**config.mk**
```make
export PLATFORM = sky130hd
export DESIGN_NAME = shift_sequencer_flat
export DESIGN_NICKNAME = d
export VERILOG_FILES = /design/src/rtl/shift_sequencer_if.sv /design/src/rtl/shift_sequencer.sv /design/src/flat_wrapper.sv
export SDC_FILE = /design/constraint.sdc
export NUM_CORES = 1
export LEC_CHECK = 0
export ABC_AREA = 1
export CAP_MARGIN = 20
export CORE_ASPECT_RATIO = 1.4
export CORE_UTILIZATION = 40
export DETAILED_ROUTE_END_ITERATION = 8
export GPL_TIMING_DRIVEN = 0
export PLACE_DENSITY_LB_ADDON = 0.15
export SYNTH_ARGS = -nofsm -noshare
export SYNTH_HDL_FRONTEND = slang
export SYNTH_SLANG_ARGS = --single-unit
```
**constraint.sdc**
```tcl
create_clock -name clock -period 3.6 [get_ports clock]
set_input_delay 0.54 -clock clock [delete_from_list [all_inputs] [get_ports clock]]
set_output_delay 0.54 -clock clock [all_outputs]
set_load 0.03 [all_outputs]
```
**src/rtl/shift_sequencer_if.sv**
```systemverilog
// Shift sequencer bundle: two valid/ready request channels and one held response channel.
// Latency: none, wires only.
// Backpressure: reqN_ready driven by the sequencer; resp_ready driven by the consumer.
// Ports: req0_*/req1_* (valid, ready, op, data, amount), resp_* (valid, ready, id, result).
interface shift_sequencer_if #(
  parameter int WIDTH = 32
);
  logic             req0_valid;
  logic             req0_ready;
  logic [1:0]       req0_op;
  logic [WIDTH-1:0] req0_data;
  logic [4:0]       req0_amount;
  logic             req1_valid;
  logic             req1_ready;
  logic [1:0]       req1_op;
  logic [WIDTH-1:0] req1_data;
  logic [4:0]       req1_amount;
  logic             resp_valid;
  logic             resp_ready;
  logic             resp_id;
  logic [WIDTH-1:0] resp_result;

  // Requesters and response consumer.
  modport master (
    output req0_valid, req0_op, req0_data, req0_amount,
    output req1_valid, req1_op, req1_data, req1_amount,
    output resp_ready,
    input  req0_ready, req1_ready, resp_valid, resp_id, resp_result
  );

  // Shift sequencer.
  modport slave (
    input  req0_valid, req0_op, req0_data, req0_amount,
    input  req1_valid, req1_op, req1_data, req1_amount,
    input  resp_ready,
    output req0_ready, req1_ready, resp_valid, resp_id, resp_result
  );
endinterface

```
**src/rtl/shift_sequencer.sv**
```systemverilog
// Round-robin shared 32-bit shifter (SLL/SRL/SRA/ROR), one power-of-two stage per cycle.
// Latency: accept at t -> resp_valid at t+1+N, N = msb(amount)+1 (EARLY_EXIT) or 5; N=0 for amount 0.
// Backpressure: one op in flight, readys low outside IDLE; result held until resp_ready.
// Ports: clock, reset_n (async active-low), bus (slave modport of shift_sequencer_if), busy.
module shift_sequencer #(
  parameter int WIDTH      = 32,
  parameter bit EARLY_EXIT = 1'b1
) (
  input  logic              clock,
  input  logic              reset_n,
  shift_sequencer_if.slave  bus,
  output logic              busy
);

  typedef enum logic [1:0] {
    S_IDLE  = 2'd0,
    S_SHIFT = 2'd1,
    S_DONE  = 2'd2
  } state_e;

  localparam logic [1:0] OP_SLL = 2'b00;
  localparam logic [1:0] OP_SRL = 2'b01;
  localparam logic [1:0] OP_SRA = 2'b10;

  state_e           state_q, state_d;
  logic [1:0]       op_q, op_d;
  logic [WIDTH-1:0] acc_q, acc_d;
  logic [4:0]       amt_q, amt_d;
  logic             id_q, id_d;
  logic [2:0]       k_q, k_d;
  logic             rr_q, rr_d;
  logic             grant;
  logic             last_stage;

  // One shift stage. The callers only pass loop constants for sh, so each
  // instance reduces to fixed wiring rather than a barrel shifter.
  // SRA: acc[31] never changes under SRA, so it always holds the original sign.
  function automatic logic [WIDTH-1:0] stage_shift(input logic [1:0] op,
                                                   input logic [WIDTH-1:0] v,
                                                   input int sh);
    case (op)
      OP_SLL:  return v << sh;
      OP_SRL:  return v >> sh;
      OP_SRA:  return $signed(v) >>> sh;
      default: return (v >> sh) | (v << (WIDTH - sh));
    endcase
  endfunction

  always_ff @(posedge clock or negedge reset_n) begin
    if (!reset_n) begin
      state_q <= S_IDLE;
      op_q    <= 2'b00;
      acc_q   <= '0;
      amt_q   <= 5'd0;
      id_q    <= 1'b0;
      k_q     <= 3'd0;
      rr_q    <= 1'b0;
    end else begin
      state_q <= state_d;
      op_q    <= op_d;
      acc_q   <= acc_d;
      amt_q   <= amt_d;
      id_q    <= id_d;
      k_q     <= k_d;
      rr_q    <= rr_d;
    end
  end

  always_comb begin
    state_d        = state_q;
    op_d           = op_q;
    acc_d          = acc_q;
    amt_d          = amt_q;
    id_d           = id_q;
    k_d            = k_q;
    rr_d           = rr_q;
    bus.req0_ready = 1'b0;
    bus.req1_ready = 1'b0;
    bus.resp_valid = 1'b0;
    // A lone valid requester wins outright; rr_q only breaks ties.
    grant          = (bus.req0_valid && bus.req1_valid) ? rr_q : bus.req1_valid;
    // Early exit: nothing left to do once no higher amount bit is set.
    last_stage     = EARLY_EXIT ? ((amt_q >> (k_q + 3'd1)) == 5'd0) : (k_q == 3'd4);

    case (state_q)
      S_IDLE: begin
        // reset_n gate keeps both readys low while reset is held.
        if (reset_n && (bus.req0_valid || bus.req1_valid)) begin
          bus.req0_ready = ~grant;
          bus.req1_ready = grant;
          op_d  = grant ? bus.req1_op     : bus.req0_op;
          acc_d = grant ? bus.req1_data   : bus.req0_data;
          amt_d = grant ? bus.req1_amount : bus.req0_amount;
          id_d  = grant;
          rr_d  = ~grant;
          k_d   = 3'd0;
          state_d = ((grant ? bus.req1_amount : bus.req0_amount) == 5'd0) ? S_DONE : S_SHIFT;
        end
      end
      S_SHIFT: begin
        for (int i = 0; i < 5; i++) begin
          if (k_q == 3'(i) && amt_q[i]) acc_d = stage_shift(op_q, acc_q, 1 << i);
        end
        k_d = k_q + 3'd1;
        if (last_stage) state_d = S_DONE;
      end
      S_DONE: begin
        bus.resp_valid = 1'b1;
        if (bus.resp_ready) state_d = S_IDLE;
      end
      default: state_d = S_IDLE;
    endcase
  end

  assign bus.resp_result = acc_q;
  assign bus.resp_id     = id_q;
  assign busy            = (state_q != S_IDLE);

endmodule

```
**src/flat_wrapper.sv**
```systemverilog
// flat-port wrapper written by rule: the top's interface ports become plain ports
module shift_sequencer_flat 
#(
  parameter int WIDTH      = 32,
  parameter bit EARLY_EXIT = 1'b1
)
  (clock, reset_n, busy, bus_req0_valid, bus_req0_op, bus_req0_data, bus_req0_amount, bus_req1_valid, bus_req1_op, bus_req1_data, bus_req1_amount, bus_resp_ready, bus_req0_ready, bus_req1_ready, bus_resp_valid, bus_resp_id, bus_resp_result);
  shift_sequencer_if #(.WIDTH(WIDTH)) bus_i ();
  input  logic clock;
  input  logic reset_n;
  output logic busy;
  input wire logic [$bits(bus_i.req0_valid)-1:0] bus_req0_valid;
  input wire logic [$bits(bus_i.req0_op)-1:0] bus_req0_op;
  input wire logic [$bits(bus_i.req0_data)-1:0] bus_req0_data;
  input wire logic [$bits(bus_i.req0_amount)-1:0] bus_req0_amount;
  input wire logic [$bits(bus_i.req1_valid)-1:0] bus_req1_valid;
  input wire logic [$bits(bus_i.req1_op)-1:0] bus_req1_op;
  input wire logic [$bits(bus_i.req1_data)-1:0] bus_req1_data;
  input wire logic [$bits(bus_i.req1_amount)-1:0] bus_req1_amount;
  input wire logic [$bits(bus_i.resp_ready)-1:0] bus_resp_ready;
  output wire logic [$bits(bus_i.req0_ready)-1:0] bus_req0_ready;
  output wire logic [$bits(bus_i.req1_ready)-1:0] bus_req1_ready;
  output wire logic [$bits(bus_i.resp_valid)-1:0] bus_resp_valid;
  output wire logic [$bits(bus_i.resp_id)-1:0] bus_resp_id;
  output wire logic [$bits(bus_i.resp_result)-1:0] bus_resp_result;
  assign bus_i.req0_valid = bus_req0_valid;
  assign bus_i.req0_op = bus_req0_op;
  assign bus_i.req0_data = bus_req0_data;
  assign bus_i.req0_amount = bus_req0_amount;
  assign bus_i.req1_valid = bus_req1_valid;
  assign bus_i.req1_op = bus_req1_op;
  assign bus_i.req1_data = bus_req1_data;
  assign bus_i.req1_amount = bus_req1_amount;
  assign bus_i.resp_ready = bus_resp_ready;
  assign bus_req0_ready = bus_i.req0_ready;
  assign bus_req1_ready = bus_i.req1_ready;
  assign bus_resp_valid = bus_i.resp_valid;
  assign bus_resp_id = bus_i.resp_id;
  assign bus_resp_result = bus_i.resp_result;
  shift_sequencer #(.WIDTH(WIDTH), .EARLY_EXIT(EARLY_EXIT)) u_core (.clock(clock), .reset_n(reset_n), .bus(bus_i), .busy(busy));
endmodule
```
* Word level (Yosys, flattened, before mapping)
Cells that the tools add are included.
** Storage, ports and cells
- Word-level logic and storage cells :: 81
- Register bits after elaboration :: 46
- Output and inout port bits :: 37
** Operators by class
- Equal/unequal tests :: 17
- Add/sub/neg operators :: 1
- Shift-type cells :: 1
- Bitwise gates (word level) :: 6
- Reduce and logical (&&, ||, !) cells :: 20
- Mux-type cells :: 28
** Operators by type and width (count)
- one-hot mux 32 bit (3 select lines) :: 5
- 2-to-1 mux 32 bit :: 7
- one-hot mux 32 bit (2 select lines) :: 1
- bitwise OR 16 x 32 -> 32 bit :: 1
- bitwise OR 24 x 32 -> 32 bit :: 1
- bitwise OR 28 x 32 -> 32 bit :: 1
- bitwise OR 30 x 32 -> 32 bit :: 1
- bitwise OR 31 x 32 -> 32 bit :: 1
- != test 3 bit, second input constant :: 5
- logical NOT 5 bit :: 2
- 2-to-1 mux 2 bit :: 5
- AND reduction 8 bit :: 1
- logical AND 1 bit :: 7
- == test 3 x 2 -> 1 bit, second input constant :: 2
- 2-to-1 mux 1 bit :: 6
- != test 6 x 1 -> 1 bit, second input constant :: 1
- one-hot mux 2 bit (3 select lines) :: 1
- one-hot mux 3 bit (2 select lines) :: 1
- AND reduction 3 bit :: 2
- 2-to-1 mux 5 bit :: 1
- >> shifter 5 x 3 -> 5 bit :: 1
- == test 2 x 1 -> 1 bit, second input constant :: 2
- == test 2 bit, second input constant :: 2
- logical NOT 2 bit :: 2
- 11 further kinds :: 14

* Logic depth before layout (Yosys ltp)
Gate-level depths: netlist of run 1.
- Depth in word-level cells :: 8
- Depth in mapped cells :: 13
- Mapped depth without buffers :: 12

* Worst setup path after synthesis of run 1
No wires, ideal clock.
- Kind :: input to output
- Start point :: input bus_req0_valid
- End point :: output bus_req0_ready
- Stages :: 6
- Path buffers :: 2
- Data required time :: 3.060 ns
- Arrival :: 1.414 ns
- Setup slack :: 1.646 ns
- Path through :: nand2_1 nand2_1 buf_2 clkbuf_1 nand2_1 inv_1
** Between the ends
- Longest elaborated chain between the ends :: 5
** RTL lines
- start: declaration :: line flat_wrapper.sv:12 : input wire logic [$bits(bus_i.req0_valid)-1:0] bus_req0_valid;
- logical AND 1 bit :: line shift_sequencer.sv:81 : grant = (bus.req0_valid && bus.req1_valid) ? rr_q : bus.req1_valid;
- 2-to-1 mux 1 bit :: line shift_sequencer.sv:81
- inverter 1 bit :: line shift_sequencer.sv:89 : bus.req0_ready = ~grant;
- 2-to-1 mux 1 bit (*) :: line shift_sequencer.sv:88 : if (reset_n && (bus.req0_valid || bus.req1_valid)) begin
- 2-to-1 mux 1 bit (*) :: line shift_sequencer.sv:85 : case (state_q)
- end: declaration :: line flat_wrapper.sv:21 : output wire logic [$bits(bus_i.req0_ready)-1:0] bus_req0_ready;
Every way passes the cells marked *; elsewhere a longest branch is shown, timed or not.

* Final worst setup path of run 1
Same ends and word-level chain as after synthesis.

==> out/metrics.csv, run 1 <==
metric;value;unit
P&R area growth vs syn;33.5;%
gpl congestion;1.07;
syn nets;914;
Routed WL per cell;20.9;um
root buffer cell;clkbuf_16;
Reg-to-Reg End;u_core.bus.resp_result[12]$_DFFE_PN0P_;
hold_buf cts;0;
Vias/cell;5.85;
WP data required;3060;ps
height of the die;129;um
DR pass1 iterations;6;
most numerous cell in the Yosys netlist;nand2_1;
CTS resizes;0;
# DRC;0;
Congestion Overflow GR;0;
Sink Count;46;
Final Max Tran Viols;0;
R2R cell count;12;
CP max stage cell;clkdlybuf4s50_1;
final wirelength;23000;um
WP buf/inv;5;
Lkg Pwr;3.02;nW
area leader, netlist;nand2_1;
io pins;120;
Mapped Cells;826;
Post-Layout Cell Count;1098;
clk slew on worst S/H paths;70;ps
Max-slew headroom;0.514;
Mapped Area;4640;um^2
Peak Freq;313;MHz
worst r2r src;u_core.k_q[0]$_DFFE_PN0P_;
Avg Synthesized Cell Area;5.61;um^2
Die X;93.0;um
post-route setup slack;402;ps
crit-path max FO;10;
Synth cell types;29;
vias;6418;
max cap viols;0;
first-pass GRT wire length;34600;um
RSZ-0062 raised after global routing;false;
delay-heaviest family, CP;buffers and inverters;
ys async rst share;1.00;
dpl cells;1090;
crit-path cells;clkdlybuf4s50_1 > nand2_1 > nand2_1 > buf_2 > clkbuf_1 > nand2_1 > inv_1 > clkdlybuf4s50_1;
Main synth FF type;dfrtp_1;
number of synthesized register bits;46;
row count;46;
VDD IR-drop max;0.487;mV
Yosys warning total;0;
Power Density;1070;nW/um^2
synth cell count leaders;341 x nand2_1, 127 x nand3_1, 113 x a21oi_1, 57 x nor2_1, 46 x dfrtp_1;
reg2reg setup slack;1120;ps
initial antenna violation count;0;
Most common cell on crit path;nand2_1;
worst-case clock skew;4.50;ps
EDFF count, synth;0;
crit-path max cell delay;680;ps
hpwl dp;17600;um
Crit path arrival time;2660;ps
kind of critical path;in2out;
Num CTS Buffers;5;
Setup crit start;bus_req0_valid;
largest net degree at the start of global routing;38;
final setup vio count;0;
# fillers;1229;
Worst-Skew Late Latency;300;ps
diode count;0;
1st-iter DRT viols;696;
CTS max path bufs;2;
CTS tree;done;
Final min period;3200;ps
overall routing resource usage;0.388;
vias in the first global route;6043;
final count of hold timing violations;0;
actual slew at the worst max-slew pin;721;ps
status;completed;
Initial Util;0.411;
H-Tree Depth;2;
ANT nets after route;0;
Core Box Area;11300;um^2
CP Capture Type;output port;
Synth area leaders;nand2_1 28%, dfrtp_1 25%, nand3_1 14%;
full die area;12000;um^2
nets@finish;1041;
Setup TNS Final;0;ps
layout cells sized above 1;0.0597;
Yosys top cell area share;0.276;
post-placement setup slack;407;ps
Power, Total;6.64;mW
sequential element share of the synthesized area;0.248;
worst min path class;in2async;
CP startpoint kind;input port;
postcts setup bufs;0;
Tcrit/Tclk final;0.888;
PortBufs;119;
registers in the layout (all words and copies together) (netlist names):
register	cells
u_core.amt_q	5
u_core.state_q	2
u_core.rr_q	1
u_core.bus.resp_result	32
u_core.bus.resp_id	1
u_core.op_q	2
u_core.k_q	3
cells in the final DEF (no fill, tap or decap), types with 16 or more instances in the layout:
master	netlist	layout
buf_2	18	19
clkdlybuf4s50_1	0	118
nand2_1	341	341
dfrtp_1	46	46
a31oi_1	16	16
nor2_1	57	57
a21oi_1	113	113
inv_1	22	22
nand3_1	127	127
clkbuf_1	25	25
routing by layer:
layer / track usage / routed length [um] / vias up
met4: 0.233 / 1480 / 0
met5: 0 / 0 / -
li1: - / - / 3000
met2: 0.647 / 11000 / 387
met3: 0.0511 / 1850 / 93
met1: 0.475 / 8670 / 2938
worst max path at each step:
stage	endpoint	slack, ps	cells after the start
3_3_place_gp	bus_req1_ready	-1430	6
6_report	bus_req0_ready	400	8
4_1_cts	bus_req0_ready	400	8
3_5_place_dp	bus_req0_ready	410	8
5_1_grt	bus_req0_ready	240	8
2_1_floorplan	bus_req0_ready	1650	6
final cells by class:
type	instances	area, um^2	area share
Timing Repair Buffer	120	1210	0.195
Buffer	52	259	0.0418
Clock inverter	3	43.8	0.00707
Clock buffer	5	125	0.0202
Multi-Input combinational cell	700	3120	0.504
Tap cell	144	180	0.0291
Sequential cell	46	1150	0.186
Inverter	28	105	0.0170
worst reg2reg max path, stage by stage (launching register included):
cell	delay, ps
dfrtp_1	450
inv_1	140
ha_1	160
nand2_1	70
nor2_2	350
inv_1	170
clkbuf_1	330
nand3_1	210
nand3_1	170
nand3_1	140
nand2_1	70
nand2_1	60
nand2_1	50
through the flow:
stage	instance area, um^2	hold WS [ps]	utilization
detailed placement	6020	451	0.534
floorplan	4640	244	-
CTS	6190	136	0.549
finish	6190	123	0.549
global placement	6010	464	0.533
global route	6190	145	0.549
power breakdown:
part	leakage (nW)	internal, mW	switching [mW]
Combinational	2.39	1.57	3.30
Sequential	0.543	0.776	0.445
Clock	0.0842	0.329	0.220
cells by family (layout without fill, tap and decap cells):
logic type	after synthesis	after routing	synth area share
simple gates	542	542	0.486
compound gates	153	153	0.174
buf+inv	80	208	0.0785
flops	46	46	0.248
fa+ha+maj	5	5	0.0135
(Power assumes the default switching activity.)
==> run 2: changes to the inputs <==
SKIP_CTS_REPAIR_TIMING = 1   (was unset)
==> results of run 2 <==
Final layout, timing and power as in run 1 (identical DEF).
==> run 3: changes to the inputs <==
PLACE_DENSITY_LB_ADDON = 0.1   (was 0.15)
==> out/metrics.csv, run 3 (synthesized netlist as in run 1, its figures left out) <==
metric;value;unit;change
Congestion Overflow GR;0;;unchanged
M1 WL;8460;um;-2.4%
most frequent cells in the layout;341 x nand2_1, 127 x nand3_1, 118 x clkdlybuf4s50_1, 113 x a21oi_1, 57 x nor2_1;;
Final Max Tran Viols;0;;unchanged
max cap viols;0;;unchanged
Initial Util;0.411;;unchanged
kind of critical path;in2out;;
Lkg Pwr;3.01;nW;-0.37%
P&R area growth vs syn;33.2;%;
delay-heaviest family, CP;buffers and inverters;;
crit-path max FO;10;;unchanged
status;completed;;
WP buf/inv;5;;unchanged
Die X;93.0;um;unchanged
root buffer cell;clkbuf_16;;
most common cell after layout, fill and taps aside;nand2_1;;
crit-path cells;clkdlybuf4s50_1 > nand2_1 > nand2_1 > buf_2 > clkbuf_1 > nand2_1 > inv_1 > clkdlybuf4s50_1;;
Most common cell on crit path;nand2_1;;
worst-case clock skew;2.14;ps;-2.36 ps
ANT nets after route;0;;unchanged
actual slew at the worst max-slew pin;760;ps;+38.6 ps
gpl congestion;1.03;;-3.6%
worst min path class;in2async;;
top routing layer in use;met4;;
CP endpoint;bus_req0_ready;;
Reg-to-Reg End;u_core.bus.resp_result[1]$_DFFE_PN0P_;;
initial antenna violation count;0;;unchanged
DR pass1 iterations;8;;+2
Vias/cell;5.78;;-1.2%
CP Capture Type;output port;;
io pins;120;;unchanged
largest net degree at the start of global routing;33;;-13%
worst r2r src;u_core.k_q[0]$_DFFE_PN0P_;;
Peak Freq;312;MHz;about the same
final count of hold timing violations;0;;unchanged
Worst-Skew Late Latency;290;ps;about the same
stages on the worst setup path;8;;unchanged
PortBufs;119;;unchanged
nets@finish;1041;;unchanged
Finished Core Util;0.547;;-0.00155
Hold WS;168;ps;+45.1 ps
overall routing resource usage;0.386;;-0.00148
R2R cell count;11;;-1
WP data required;3060;ps;about the same
WL met3;1880;um;+1.6%
Core Box Area;11300;um^2;unchanged
CTS tree;done;;
Max-slew headroom;0.488;;-0.0260
row count;46;;unchanged
Tcrit/Tclk final;0.889;;about the same
# DRC;0;;unchanged
CTS max path bufs;2;;unchanged
clk slew on worst S/H paths;70;ps;about the same
CP max stage cell;clkdlybuf4s50_1;;
CP startpoint kind;input port;;
Num CTS Buffers;5;;unchanged
Crit path arrival time;2660;ps;about the same
Sink Count;46;;unchanged
height of the die;129;um;unchanged
WL met2;10800;um;-1.4%
1st-iter DRT viols;680;;-2.3%
vias;6341;;-1.2%
final setup vio count;0;;unchanged
hpwl dp;17800;um;+0.90%
final wirelength;22800;um;-0.83%
crit-path max cell delay;670;ps;about the same
H-Tree Depth;2;;unchanged
diode count;0;;unchanged
reg2reg setup slack;1140;ps;+20 ps
first-pass GRT wire length;34700;um;+0.20%
VDD IR-drop max;0.510;mV;+4.8%
Final min period;3200;ps;+2.87 ps
vias in the first global route;6111;;+1.1%
full die area;12000;um^2;unchanged
layout cells sized above 1;0.0597;;unchanged
Largest register FFs;32;;unchanged
Power Density;1060;nW/um^2;-0.97%
Routed WL per cell;20.8;um;-0.83%
Setup crit start;bus_req0_valid;;
RSZ-0062 raised after global routing;false;;
## run 3: changes by cell type in the layout (fill, tap and decap cells not counted), sizes merged
cell / change
clkinvlp: +1
bufinv: -1
inv: -1
clkbuf: +1
## run 3: worst min path at each step
stage / endpoint / slack [ps] / cells past startpoint
2_1_floorplan: u_core.amt_q[0]$_DFFE_PN0P_ / 240 / 0
3_3_place_gp: u_core.bus.resp_id$_DFFE_PN0P_ / 460 / 2
3_5_place_dp: u_core.bus.resp_id$_DFFE_PN0P_ / 460 / 2
4_1_cts: u_core.k_q[0]$_DFFE_PN0P_ / 180 / 1
5_1_grt: u_core.k_q[0]$_DFFE_PN0P_ / 200 / 1
6_report: u_core.k_q[0]$_DFFE_PN0P_ / 170 / 1
## run 3: metal layers
layer  track usage  vias up
met5             0        -
met4         0.239        0
met3        0.0423      102
met2         0.657      386
met1         0.465     2861
li1              -     2992
## run 3: worst reg2reg max path, stage by stage, from the launching register on
cell	delay, ps
dfrtp_1	440
inv_1	150
ha_1	170
nand2_1	70
nor2_2	380
inv_1	180
clkbuf_1	330
o21ai_0	200
o21ai_1	100
nand2_1	130
nand2_1	120
a21oi_1	130
## run 3: area by class of cell
type | count | area [um^2]
inverter | 28 | 105
sequential | 46 | 1150
buffer | 52 | 259
timing repair buffer | 120 | 1210
fill | 1254 | 5110
clock inverter | 2 | 12.5
clock buffer | 6 | 139
tap | 144 | 180
multi-input combinational | 700 | 3120
## run 3: power by group
group | leakage (nW) | internal, mW | switching, mW
registers | 0.543 | 0.776 | 0.440
clock network | 0.0729 | 0.275 | 0.207
logic | 2.39 | 1.57 | 3.29
## run 3: stage by stage
| step | area (um^2) | worst slack, ps | total power, mW | TNS [ps] | cells |
|---|---|---|---|---|---|
| 6_report | 6170 | 399 | 6.55 | 0 | 1098 |
| 5_1_grt | 6170 | 171 | 7.01 | 0 | 1098 |
| 4_1_cts | 6170 | 370 | 6.42 | 0 | 1098 |
| 3_5_place_dp | 6020 | 383 | 5.93 | 0 | 1090 |
| 3_3_place_gp | 6010 | -1430 | 5.94 | -31500 | 1089 |
| 2_1_floorplan | 4640 | 1650 | 4.13 | 0 | 826 |
